===== config.mk =====
export PLATFORM = sky130hd
export DESIGN_NAME = avmm_arbiter_2m
export DESIGN_NICKNAME = d
export VERILOG_FILES = /design/src/rtl/rv32_bus_pkg.sv /design/src/rtl/avmm_rr_pick.sv /design/src/rtl/avmm_arbiter_2m.sv
export SDC_FILE = /design/constraint.sdc
export NUM_CORES = 1
export LEC_CHECK = 0
export BUFFER_PORTS_ARGS = -buffer_cell sky130_fd_sc_hd__buf_4
export CORE_AREA = 2 2 83 85
export CTS_BUF_LIST = sky130_fd_sc_hd__clkbuf_8
export CTS_CLUSTER_SIZE = 20
export DETAILED_ROUTE_END_ITERATION = 8
export DIE_AREA = 0 0 85 87
export SYNTH_ARGS = -nofsm -noshare
export SYNTH_HDL_FRONTEND = slang
export SYNTH_SLANG_ARGS = --single-unit

===== constraint.sdc =====
create_clock -name clock -period 2.7 [get_ports clock]
set_input_delay 0.27 -clock clock [delete_from_list [all_inputs] [get_ports clock]]
set_output_delay 0.27 -clock clock [all_outputs]
set_load 0.02 [all_outputs]

===== src/rtl/rv32_bus_pkg.sv =====
// -----------------------------------------------------------------------------
// rv32_bus_pkg
// Shared definitions for the two-master Avalon-MM arbiter in front of the
// JTAG UART slave port.
//   state_t      : arbiter FSM states (IDLE, GNT0, GNT1)
//   AV_AW        : Avalon word-address width into the UART register map
//   AV_DW        : Avalon data width
//   TIMEOUT_DATA : read data returned to a master whose access timed out
// -----------------------------------------------------------------------------
package rv32_bus_pkg;

    typedef enum logic [1:0] {
        IDLE = 2'd0,
        GNT0 = 2'd1,
        GNT1 = 2'd2
    } state_t;

    localparam int unsigned AV_AW        = 3;
    localparam int unsigned AV_DW        = 32;
    localparam logic [31:0] TIMEOUT_DATA = 32'hDEAD_BEEF;

endpackage


===== src/rtl/avmm_rr_pick.sv =====
// -----------------------------------------------------------------------------
// avmm_rr_pick
// Combinational 2-way round-robin picker.
// Ports:
//   i_req[1:0]   : request per master (bit n = master n)
//   i_last_grant : index of the master granted most recently
//   o_grant      : index of the chosen master (valid only with o_valid)
//   o_valid      : at least one request is present
// A lone request always wins; on a tie the master that was not granted last
// is chosen, so neither master can starve the other.
// -----------------------------------------------------------------------------
module avmm_rr_pick (
    input  logic [1:0] i_req,
    input  logic       i_last_grant,
    output logic       o_grant,
    output logic       o_valid
);

    always_comb begin
        o_grant = 1'b0;
        case (i_req)
            2'b01:   o_grant = 1'b0;
            2'b10:   o_grant = 1'b1;
            2'b11:   o_grant = ~i_last_grant;
            default: o_grant = 1'b0;
        endcase
    end

    assign o_valid = |i_req;

endmodule


===== src/rtl/avmm_arbiter_2m.sv =====
// -----------------------------------------------------------------------------
// avmm_arbiter_2m
// Shares the single JTAG UART Avalon-MM slave port between two masters:
// master 0 is the RV32 load/store path, master 1 the display/debug dump engine.
//
// Ports:
//   clock, reset             : clock (rising edge), async active-high reset
//   mN_address/writedata     : master N request address and write data
//   mN_write/mN_read         : master N strobes, active high (write wins if both)
//   mN_readdata              : master N read data, valid in its completion cycle
//   mN_waitrequest           : master N stall, active high
//   mN_error                 : master N timeout abort pulse
//   av_address/av_writedata  : slave address and write data
//   av_write_n/av_read_n     : slave strobes, active low
//   av_readdata              : slave read data
//   av_waitrequest           : slave stall, active high
//   o_dbg_state              : current FSM state (rv32_bus_pkg::state_t encoding)
//
// Handshake: a master raises write or read with address/data and holds all of
// them stable while its waitrequest is high; the transfer completes in the
// cycle its waitrequest is low (read data valid in that same cycle). The slave
// side follows the same rule with av_waitrequest.
//
// Build option: define ARB_TIMEOUT_EN to abort an access after TIMEOUT_CYCLES
// stalled cycles with an mN_error pulse and TIMEOUT_DATA as read data.
// -----------------------------------------------------------------------------
module avmm_arbiter_2m
    import rv32_bus_pkg::*;
#(
    parameter int unsigned AW             = AV_AW,
    parameter int unsigned DW             = AV_DW,
    parameter int unsigned TIMEOUT_CYCLES = 1024
) (
    input  logic          clock,
    input  logic          reset,
    input  logic [AW-1:0] m0_address,
    input  logic [DW-1:0] m0_writedata,
    input  logic          m0_write,
    input  logic          m0_read,
    output logic [DW-1:0] m0_readdata,
    output logic          m0_waitrequest,
    output logic          m0_error,
    input  logic [AW-1:0] m1_address,
    input  logic [DW-1:0] m1_writedata,
    input  logic          m1_write,
    input  logic          m1_read,
    output logic [DW-1:0] m1_readdata,
    output logic          m1_waitrequest,
    output logic          m1_error,
    output logic [AW-1:0] av_address,
    output logic [DW-1:0] av_writedata,
    output logic          av_write_n,
    output logic          av_read_n,
    input  logic [DW-1:0] av_readdata,
    input  logic          av_waitrequest,
    output logic [1:0]    o_dbg_state
);

    if (TIMEOUT_CYCLES < 1) begin : g_bad_timeout_cfg
        $error("avmm_arbiter_2m: TIMEOUT_CYCLES must be at least 1");
    end

    state_t        r_state;
    state_t        w_next_state;
    logic          r_last_grant;
    logic          w_next_last_grant;

    logic [1:0]    w_req;
    logic          w_pick_idx;
    logic          w_pick_valid;

    logic          w_gnt_active;
    logic          w_sel;
    logic          w_sel_req;
    logic          w_sel_write;
    logic          w_sel_read;
    logic [AW-1:0] w_sel_addr;
    logic [DW-1:0] w_sel_wdata;

    logic          w_timeout;
    logic          w_drive;
    logic          w_done;
    logic          w_ack;
    logic [DW-1:0] w_ack_rdata;

    assign w_req = {m1_write | m1_read, m0_write | m0_read};

    avmm_rr_pick u_pick (
        .i_req        (w_req),
        .i_last_grant (r_last_grant),
        .o_grant      (w_pick_idx),
        .o_valid      (w_pick_valid)
    );

    // Which master (if any) owns the bus this cycle.
    always_comb begin
        w_gnt_active = 1'b0;
        w_sel        = 1'b0;
        case (r_state)
            GNT0: begin
                w_gnt_active = 1'b1;
                w_sel        = 1'b0;
            end
            GNT1: begin
                w_gnt_active = 1'b1;
                w_sel        = 1'b1;
            end
            default: begin
                w_gnt_active = 1'b0;
                w_sel        = 1'b0;
            end
        endcase
    end

    assign w_sel_write = w_sel ? m1_write     : m0_write;
    assign w_sel_read  = w_sel ? m1_read      : m0_read;
    assign w_sel_addr  = w_sel ? m1_address   : m0_address;
    assign w_sel_wdata = w_sel ? m1_writedata : m0_writedata;
    assign w_sel_req   = w_sel_write | w_sel_read;

`ifdef ARB_TIMEOUT_EN
    localparam int unsigned        CNT_W   = $clog2(TIMEOUT_CYCLES) + 1;
    localparam logic [CNT_W-1:0]   CNT_MAX = CNT_W'(TIMEOUT_CYCLES);

    logic [CNT_W-1:0] r_stall_cnt;

    // Held at zero in IDLE so every grant starts with a fresh count.
    always_ff @(posedge clock or posedge reset) begin
        if (reset) begin
            r_stall_cnt <= '0;
        end else if (!w_gnt_active) begin
            r_stall_cnt <= '0;
        end else if (w_drive && av_waitrequest) begin
            r_stall_cnt <= r_stall_cnt + 1'b1;
        end
    end

    assign w_timeout = w_gnt_active & w_sel_req & (r_stall_cnt == CNT_MAX);
`else
    // No stall limit: a slave that never releases waitrequest holds the grant.
    assign w_timeout = 1'b0;
`endif

    // Strobes are only driven while the owner still requests; the timeout
    // cycle itself drops them so the slave sees the access abandoned.
    assign w_drive = w_gnt_active & w_sel_req & ~w_timeout;
    assign w_done  = w_drive & ~av_waitrequest;
    assign w_ack   = w_done | w_timeout;

    assign av_write_n   = ~(w_drive & w_sel_write);
    assign av_read_n    = ~(w_drive & w_sel_read & ~w_sel_write);
    assign av_address   = w_drive ? w_sel_addr  : '0;
    assign av_writedata = w_drive ? w_sel_wdata : '0;

    assign w_ack_rdata = w_timeout ? DW'(TIMEOUT_DATA) : av_readdata;

    assign m0_waitrequest = ~(w_ack & ~w_sel);
    assign m1_waitrequest = ~(w_ack &  w_sel);
    assign m0_readdata    = (w_ack & ~w_sel) ? w_ack_rdata : '0;
    assign m1_readdata    = (w_ack &  w_sel) ? w_ack_rdata : '0;
    assign m0_error       = w_timeout & ~w_sel;
    assign m1_error       = w_timeout &  w_sel;

    always_ff @(posedge clock or posedge reset) begin
        if (reset) begin
            r_state      <= IDLE;
            r_last_grant <= 1'b1;
        end else begin
            r_state      <= w_next_state;
            r_last_grant <= w_next_last_grant;
        end
    end

    // Every grant returns to IDLE, which forces a one-cycle bubble and lets
    // the round-robin picker re-arbitrate between transactions.
    always_comb begin
        w_next_state      = r_state;
        w_next_last_grant = r_last_grant;
        case (r_state)
            IDLE: begin
                if (w_pick_valid) begin
                    w_next_state      = w_pick_idx ? GNT1 : GNT0;
                    w_next_last_grant = w_pick_idx;
                end
            end
            GNT0, GNT1: begin
                if (!w_sel_req || w_ack) begin
                    w_next_state = IDLE;
                end
            end
            default: begin
                w_next_state = IDLE;
            end
        endcase
    end

    assign o_dbg_state = r_state;

endmodule


---- After elaboration in Yosys (flattened, before gate mapping) ----
Index checks and enable logic that the tools add are counted.
storage, ports and cells
  logic and storage cells ................. 48
  flip-flop bits (word level) ............. 3
  input bits .............................. 109
  bits in writable memories ............... 0
  memory bits (read-only) ................. 0
  latch bits .............................. 0
  output and inout bits ................... 107
  memories kept ........................... 0
operators by class
  reduce and logical (&&, ||, !) cells .... 7
  bitwise logic cells ..................... 18
  equality and inequality tests ........... 6
  multipliers ............................. 0
  shift-type cells ........................ 0
  $add $sub $neg .......................... 0
  $lt $le $gt $ge ......................... 0
  divide/modulo/power cells ............... 0
  muxes and demuxes ....................... 15
operator list
  cell                count
  $mux 32             4
  $not 1->1           8
  $and 1x1->1         7
  $eq 2x2->1 const B  3
  $mux 2              3
  $mux 3              2
  $mux 1              4
  $ne 2x1->1 const B  2
  $pmux 2 s2          1
  $reduce_and 2->1    2
  $reduce_or 2->1     2
  $or 1x1->1          3
  $eq 2x1->1 const B  1
  $logic_not 2->1     1
  $pmux 1 s2          1
  $logic_not 1->1     1
  $logic_or 1x1->1    1

---- Logic depth before layout (Yosys ltp) ----
Gate-level depths: netlist of run 1.
  depth in word-level cells ............... 9
  depth in mapped cells ................... 7
  gate-level depth less buffers ........... 5

---- By module ----
From an unflattened synthesis of run 1, not the netlist that was laid out.
second synthesis, totals
  cell total of the unflattened synthesis .. 190
  area total of the unflattened synthesis .. 1273.7 um^2
by module, submodules not included
  module           area each (um^2)  times used  cells each  seq. area each (um^2)
  avmm_arbiter_2m  1260.0            1           188         76.3
  avmm_rr_pick     13.8              1           2           0.0

---- Least setup slack after synthesis of run 1 ----
No wires, ideal clock.
  path kind ............................... register -> output
  start point ............................. reg r_state[0], in the netlist o_dbg_state[0]
  end point ............................... out av_writedata[10]
  data arrival time ....................... 1.728 ns
  required time ........................... 2.430 ns
  setup slack ............................. 0.702 ns
  cell stages (with the launch flop) ...... 8
  path buffers ............................ 2
  cell sequence ........................... dfrtp_1 inv_1 ha_1 buf_4 or3b_4 nand3b_4 buf_6 nor2_1
on the way
  longest elaborated chain between the ends .. 6
  elaborated cells between the ends (all ways) .. 11
  classes of those cells .................. 2 x eq/ne; 6 x mux; 2 x bitwise; 1 x reduce/logical
RTL lines
  item                       line                                            text
  from (decl)                avmm_arbiter_2m.sv:63                           state_t r_state;
  from (signal assigned)     avmm_arbiter_2m.sv:169                          r_state <= w_next_state;
  $eq 2x2->1                 avmm_arbiter_2m.sv:99                           case (r_state)
  $mux 1                     avmm_arbiter_2m.sv:99
  $mux 1 (on tied branches)  avmm_arbiter_2m.sv:115, avmm_arbiter_2m.sv:116
  $or 1x1->1                 avmm_arbiter_2m.sv:119                          assign w_sel_req = w_sel_write | w_sel_read;
  $and 1x1->1                avmm_arbiter_2m.sv:146                          assign w_drive = w_gnt_active & w_sel_req & ~w_timeout;
  $mux 32 *                  avmm_arbiter_2m.sv:153                          assign av_writedata = w_drive ? w_sel_wdata : '0;
  to (decl)                  avmm_arbiter_2m.sv:51                           output logic [DW-1:0] av_writedata,
Mark *: on every way between the ends. The rest lies on a longest branch, timed or not.

---- Worst setup path in the final report of run 1 ----
  start point ............................. reg r_state[0], in the netlist o_dbg_state[0]
  end point ............................... out av_address[1]
on the way
  longest elaborated chain between the ends .. 6
  elaborated cells between the ends (all ways) .. 11
  classes of those cells .................. 2 x eq/ne; 6 x mux; 2 x bitwise; 1 x reduce/logical
RTL lines
  item                       line                                            text
  $eq 2x2->1                 avmm_arbiter_2m.sv:99
  $mux 1                     avmm_arbiter_2m.sv:99
  $mux 1 (on tied branches)  avmm_arbiter_2m.sv:115, avmm_arbiter_2m.sv:116
  $or 1x1->1                 avmm_arbiter_2m.sv:119
  $and 1x1->1                avmm_arbiter_2m.sv:146
  $mux 3 *                   avmm_arbiter_2m.sv:152                          assign av_address = w_drive ? w_sel_addr : '0;
  to (decl)                  avmm_arbiter_2m.sv:50                           output logic [AW-1:0] av_address,
Marks and branches as above.

==> results.py, run 1 <==
metrics = {
    "run_status": {
        "outcome": "complete, no violations",
    },
    "sta": {
        "fin_crit_ns": 2.42,
        "rsz0062_at_grt": "false",
        "fin_worst_skew_ns": 0.00108,
        "max-slew-margin-rel_pct": 64.8,
        "period_share_pct": 89.5,
        "setup_viol": 0,
        "fmax_mhz": 414,
        "slew_violations": 0,
        "tns_ns": 0,
        "tightest_slew_ns": 0.527,
        "finalHoldViolCount": 0,
    },
    "drt": {
        "post_drt_wl_per_cell_microns": 12.7,
        "drtIter0Drc": 16,
        "ant_nets": 0,
        "wl_microns": 5990,
        "vias": 1983,
        "drc_errors": 0,
        "first_pass_iters": 4,
        "avgViaCountPerCell": 4.20,
    },
    "run": {
        "drv_cap": 0,
    },
    "yosys": {
        "ys_ff_latch": 3,
        "yosys_warnings": 0,
        "synthCells": 187,
        "synth_area_per_cell_sq_um": 7.12,
        "ys_seq_area_share_pct": 5.73,
        "synth.distinct_cells": 29,
        "synth.cell_area_sq_um": 1330,
    },
    "setup_path": {
        "r2r-start": "o_dbg_state[0]$_DFFE_PP0P_",
        "rrSetupSlack_ns": 0.77,
        "crit_chain": "inv_1 -> ha_2 -> or3b_4 -> nand3b_4 -> nor2_1 -> buf_4",
        "crit_path_start": "o_dbg_state[0]$_DFFE_PP0P_",
        "cp.depth": 6,
        "rr_endpoint": "o_dbg_state[1]$_DFFE_PP0P_",
        "cpMaxStageDelayCell": "or3b_4",
        "slowest_delay_ns": 0.43,
        "critPathBufInv": 2,
        "endpoint_kind": "output pin",
        "critPathKind": "flip-flop to output pin",
        "arrival_ns": 2.15,
        "crit_end": "av_address[1]",
        "path_delay_family": "simple AND/OR/NAND/NOR gates",
        "ff2ff_path_depth": 5,
        "cp.required_ns": 2.43,
        "cp_max_fo": 37,
        "crit_path_start_kind": "flip-flop",
    },
    "placed_design": {
        "dp_hpwl_microns": 5130,
        "placement.io_buffers": 213,
        "gp_congestion": 0.746,
    },
    "clock_tree": {
        "post_cts_resized": 0,
        "cts_htree_levels": 1,
        "cts_tree": "yes",
        "postCtsSetupBuffers": 0,
        "cts_buffers": 3,
        "cts-root-buf": "clkbuf_8",
        "clkLatencyLatePin_ns": 0.21,
        "path_clk_slew_ns": 0.03,
        "ctsHoldBuffers": 1,
        "clk_path_buf_depth": 2,
        "cts.sinks": 3,
    },
    "power": {
        "power_uw": 2220,
        "ir_worst_vdd_mv": 0.361,
        "p_leak_uw": 0.00163,
        "powerDensity_nw_per_um2": 740,
    },
    "global_route": {
        "grt_start_max_net_pins": 38,
        "antenna_found_initial": 0,
        "grt_pass1_vias": 1915,
        "grt_use_total_pct": 14.6,
        "grt_pass1_wl_microns": 8940,
        "gr-total-overflow": 0,
    },
    "floorplanning": {
        "die_w_microns": 85,
        "initial_utilization_pct": 20.3,
        "pin_count": 216,
        "dieArea_sq_um": 7400,
        "die_h_microns": 87,
        "core_area_sq_um": 6570,
        "num_rows": 30,
    },
    "layout": {
        "drive_gt1_share_pct": 57.9,
        "final_cell_mix": "buf_4 (215), and2_1 (64), nor2_1 (37), mux2i_1 (35), inv_1 (6)",
        "layout_commonest_cell": "buf_4",
        "fill_cells": 664,
        "multi_input_area_sq_um": 1130,
        "finalNetCount": 504,
        "ff_latch_area_sq_um": 76.3,
        "diodes": 0,
        "area_delta_synth_final_pct": 125,
    },
    "hold_path": {
        "hold_class": "input pin to flip-flop",
    },
}
[worst min-delay path: cells and delay by family]
kind / cells / cell delay, ns
buffers and inverters: 1 / 0.14
AO/OA/AOI/OAI: 1 / 0.09
AND/OR/NAND/NOR: 1 / 0.07
[how the worst min path moves through the flow]
stage | start | to | slack [ns] | cells after the start
6_report | av_waitrequest | o_dbg_state[0]$_DFFE_PP0P_ | 0.41 | 3
5_1_grt | av_waitrequest | o_dbg_state[0]$_DFFE_PP0P_ | 0.43 | 3
4_1_cts | m0_write | r_last_grant$_DFFE_PP1P_ | 0.40 | 4
3_5_place_dp | reset | o_dbg_state[1]$_DFFE_PP0P_ | 0.16 | 2
3_3_place_gp | reset | o_dbg_state[1]$_DFFE_PP0P_ | 0.16 | 2
2_1_floorplan | reset | o_dbg_state[0]$_DFFE_PP0P_ | 0.02 | 1
[routing by layer]
metal	part of all wire [%]	vias to the layer above	global-route usage, %
li1	-	1015	-
met1	34	848	15.6
met2	53	108	27.0
met3	11	12	5.31
met4	2.1	0	3.75
met5	0	-	0
[logic make-up (layout without fill, tap and decap cells)]
logic type / count (synthesis) / in the layout / synth area share, %
muxes: 36 / 36 / 27.2
adders and majority gates: 2 / 2 / 1.88
other: 1 / 2 / 0.282
and+or+nand+nor: 116 / 116 / 50.5
DFF: 3 / 3 / 5.73
buffers and inverters: 21 / 225 / 9.77
AOI/OAI and AO/OA: 8 / 8 / 4.70
[state kept, by name, indices dropped and copies added, names as in the netlist]
register,flops
o_dbg_state,2
r_last_grant,1
[metrics by stage]
step | std cells | hold WS (ns) | utilization, % | setup WS, ns | instance area, sq um
after floorplan | 188 | 0.0229 | - | 0.702 | 1340
after global placement | 467 | 0.159 | 44.8 | 0.532 | 2940
after detailed placement | 467 | 0.157 | 44.8 | 0.500 | 2940
after CTS | 472 | 0.403 | 45.6 | 0.265 | 3000
after global routing | 472 | 0.432 | 45.6 | 0.123 | 3000
final | 472 | 0.408 | 45.6 | 0.282 | 3000
[cell usage after synthesis]
cell type,number,area [sq um]
and2_1,64,400
nor2_1,37,139
mux2i_1,35,350
inv_1,5,18.8
o21ai_0,5,25.0
buf_4,4,30.0
nand2_1,4,15.0
buf_6,3,33.8
clkbuf_2,3,15.0
buf_2,2,10.0
clkbuf_1,2,7.51
clkbuf_4,2,15.0
dfrtp_1,2,50.1
ha_1,2,25.0
nand4_1,2,12.5
o221ai_2,2,30.0
and3b_1,1,8.76
and4b_1,1,10.0
and4bb_2,1,12.5
conb_1,1,3.75
dfstp_2,1,26.3
mux2_2,1,11.3
nand2b_1,1,6.26
nand3b_4,1,20.0
nor3_1,1,5.00
nor3b_1,1,7.51
nor4b_4,1,23.8
o21bai_1,1,7.51
or3b_4,1,11.3
[area by class of cell]
| type | count | share of cell area [%] |
|---|---|---|
| Timing Repair Buffer | 216 | 54.2 |
| Multi-Input combinational cell | 164 | 37.8 |
| Tap cell | 80 | 3.34 |
| Sequential cell | 3 | 2.55 |
| Clock buffer | 3 | 1.38 |
| Inverter | 5 | 0.627 |
| Clock inverter | 1 | 0.125 |
[power breakdown]
group	internal (uW)	leakage, uW	total (uW)	switching, uW
logic	885	0.00157	2000	1120
registers	71.6	0.0000362	93.5	21.9
clock network	96.6	0.0000269	124	27.5
(Power assumes the default switching activity.)
==> run 2, diff against run 1 <==
BUFFER_PORTS_ARGS = -buffer_cell sky130_fd_sc_hd__buf_2   (was -buffer_cell sky130_fd_sc_hd__buf_4)
==> run 2 against run 1 <==
Count of clock-buffer cells in the layout unchanged. Clock power about the same. Sequential cell count unchanged. Die area unchanged. Final area decreased by 18%. Global-route usage decreased by 2.0 points. Cell count unchanged. Maximum frequency increased by 0.52%. Critical path type unchanged. Critical endpoint is now av_writedata[27].
==> results.py, run 2 (synthesis gave the netlist of run 1 again) <==
metrics = {
    "sta": {
        "rsz0062_at_grt": "false",
        "fin_crit_ns": 2.41,
        "tightest_slew_ns": 0.524,
        "finalHoldViolCount": 0,
        "slew_violations": 0,
        "max-slew-margin-rel_pct": 65.1,
        "setup_viol": 0,
        "whs_ns": 0.413,
        "period_share_pct": 89.1,
        "fin_worst_skew_ns": 0.00248,
        "tns_ns": 0,
        "fmax_mhz": 416,
    },
    "drt": {
        "drtIter0Drc": 43,
        "post_drt_wl_per_cell_microns": 11.5,
        "vias": 1986,
        "drc_errors": 0,
        "wl_microns": 5440,
        "ant_nets": 0,
        "avgViaCountPerCell": 4.21,
        "first_pass_iters": 5,
    },
    "clock_tree": {
        "path_clk_slew_ns": 0.03,
        "cts_buffers": 3,
        "clk_path_buf_depth": 2,
        "cts.sinks": 3,
        "cts-root-buf": "clkbuf_8",
        "postCtsSetupBuffers": 0,
        "clkLatencyLatePin_ns": 0.21,
        "cts_tree": "yes",
        "cts_htree_levels": 1,
    },
    "global_route": {
        "grt_start_max_net_pins": 38,
        "gr-total-overflow": 0,
        "grt_use_total_pct": 12.6,
        "antenna_found_initial": 0,
        "grt_pass1_wl_microns": 7640,
        "grt_pass1_vias": 1659,
    },
    "layout": {
        "diodes": 0,
        "drive_gt1_share_pct": 57.9,
        "finalNetCount": 504,
        "largest_register_ff_count": 2,
        "final_cell_mix": "buf_2 (213), and2_1 (64), nor2_1 (37), mux2i_1 (35), inv_1 (6)",
        "area_delta_synth_final_pct": 85.0,
        "layout_commonest_cell": "buf_2",
        "final_cells": 472,
    },
    "floorplanning": {
        "initial_utilization_pct": 20.3,
        "die_w_microns": 85,
        "dieArea_sq_um": 7400,
        "pin_count": 216,
        "die_h_microns": 87,
        "num_rows": 30,
        "core_area_sq_um": 6570,
    },
    "run_status": {
        "outcome": "complete, no violations",
    },
    "placed_design": {
        "gp_congestion": 0.738,
        "dp_hpwl_microns": 4600,
        "placed_cells": 467,
        "placement.io_buffers": 213,
    },
    "setup_path": {
        "crit_path_start_kind": "flip-flop",
        "critPathKind": "flip-flop to output pin",
        "endpoint_kind": "output pin",
        "arrival_ns": 2.14,
        "cp_max_fo": 37,
        "cp.required_ns": 2.43,
    },
    "power": {
        "powerDensity_nw_per_um2": 796,
        "p_leak_uw": 0.00153,
        "ir_worst_vdd_mv": 0.393,
    },
    "run": {
        "drv_cap": 0,
    },
    "hold_path": {
        "hold_class": "input pin to flip-flop",
    },
}
## run 2: cell counts in the layout (fill, tap and decap cells not counted)
Identical to the previous run, type by type.
## run 2: path summary, 6_finish.rpt
kind | cells past startpoint | to | start | slack (ns)
setup / recovery | 6 | av_writedata[27] | o_dbg_state[0]$_DFFE_PP0P_ | 0.29
hold / removal | 3 | o_dbg_state[1]$_DFFE_PP0P_ | av_waitrequest | 0.41
setup reg to reg | 5 | o_dbg_state[0]$_DFFE_PP0P_ | o_dbg_state[0]$_DFFE_PP0P_ | 0.76
hold reg to reg | 2 | r_last_grant$_DFFE_PP1P_ | r_last_grant$_DFFE_PP1P_ | 0.50
max in group asynchronous | 3 | r_last_grant$_DFFE_PP1P_ | reset | 1.99
min in group asynchronous | 3 | o_dbg_state[1]$_DFFE_PP0P_ | reset | 0.49
## run 2: area by class of cell
type | count | area [sq um]
Inverter | 5 | 18.8
Clock buffer | 3 | 41.3
Timing Repair Buffer | 216 | 1090
Multi-Input combinational cell | 164 | 1130
Sequential cell | 3 | 76.3
Tap cell | 80 | 100
Fill cell | 703 | 4110
Clock inverter | 1 | 3.75
## run 2: critical path: stages (launching register included)
cell and delay (ns):
dfrtp_1 0.40, inv_1 0.10, ha_2 0.34, or3b_4 0.43
nand3b_4 0.36, nor2_1 0.10, buf_2 0.17
## run 2: layer usage
layer / vias to the layer above / share of wire, % / GRT usage, %
met5: - / 0 / 0
met4: 0 / 0.11 / 1.59
met3: 2 / 9.1 / 3.60
met2: 98 / 53 / 23.2
met1: 869 / 38 / 14.8
li1: 1017 / - / -
## run 2: repair_timing
action | in CTS | in global routing
hold endpoints to repair | 2 | 0
hold buffers | 1 | 0
resized for setup | 0 | 0
## run 2: per-stage QoR
stage / worst slack [ns] / utilization [%] / area, sq um / total power [uW]
3_5_place_dp: 0.523 / 36.6 / 2410 / 1840
5_1_grt: 0.159 / 37.5 / 2460 / 2110
2_1_floorplan: 0.702 / - / 1340 / 1380
3_3_place_gp: 0.574 / 36.6 / 2410 / 1820
4_1_cts: 0.299 / 37.5 / 2460 / 1980
6_report: 0.295 / 37.5 / 2460 / 1960
## run 2: power breakdown
group	internal, uW	total, uW	switching [uW]
logic	645	1740	1100
clock network	96.7	125	28.8
registers	71.6	94.5	22.9
total	813	1960	1150
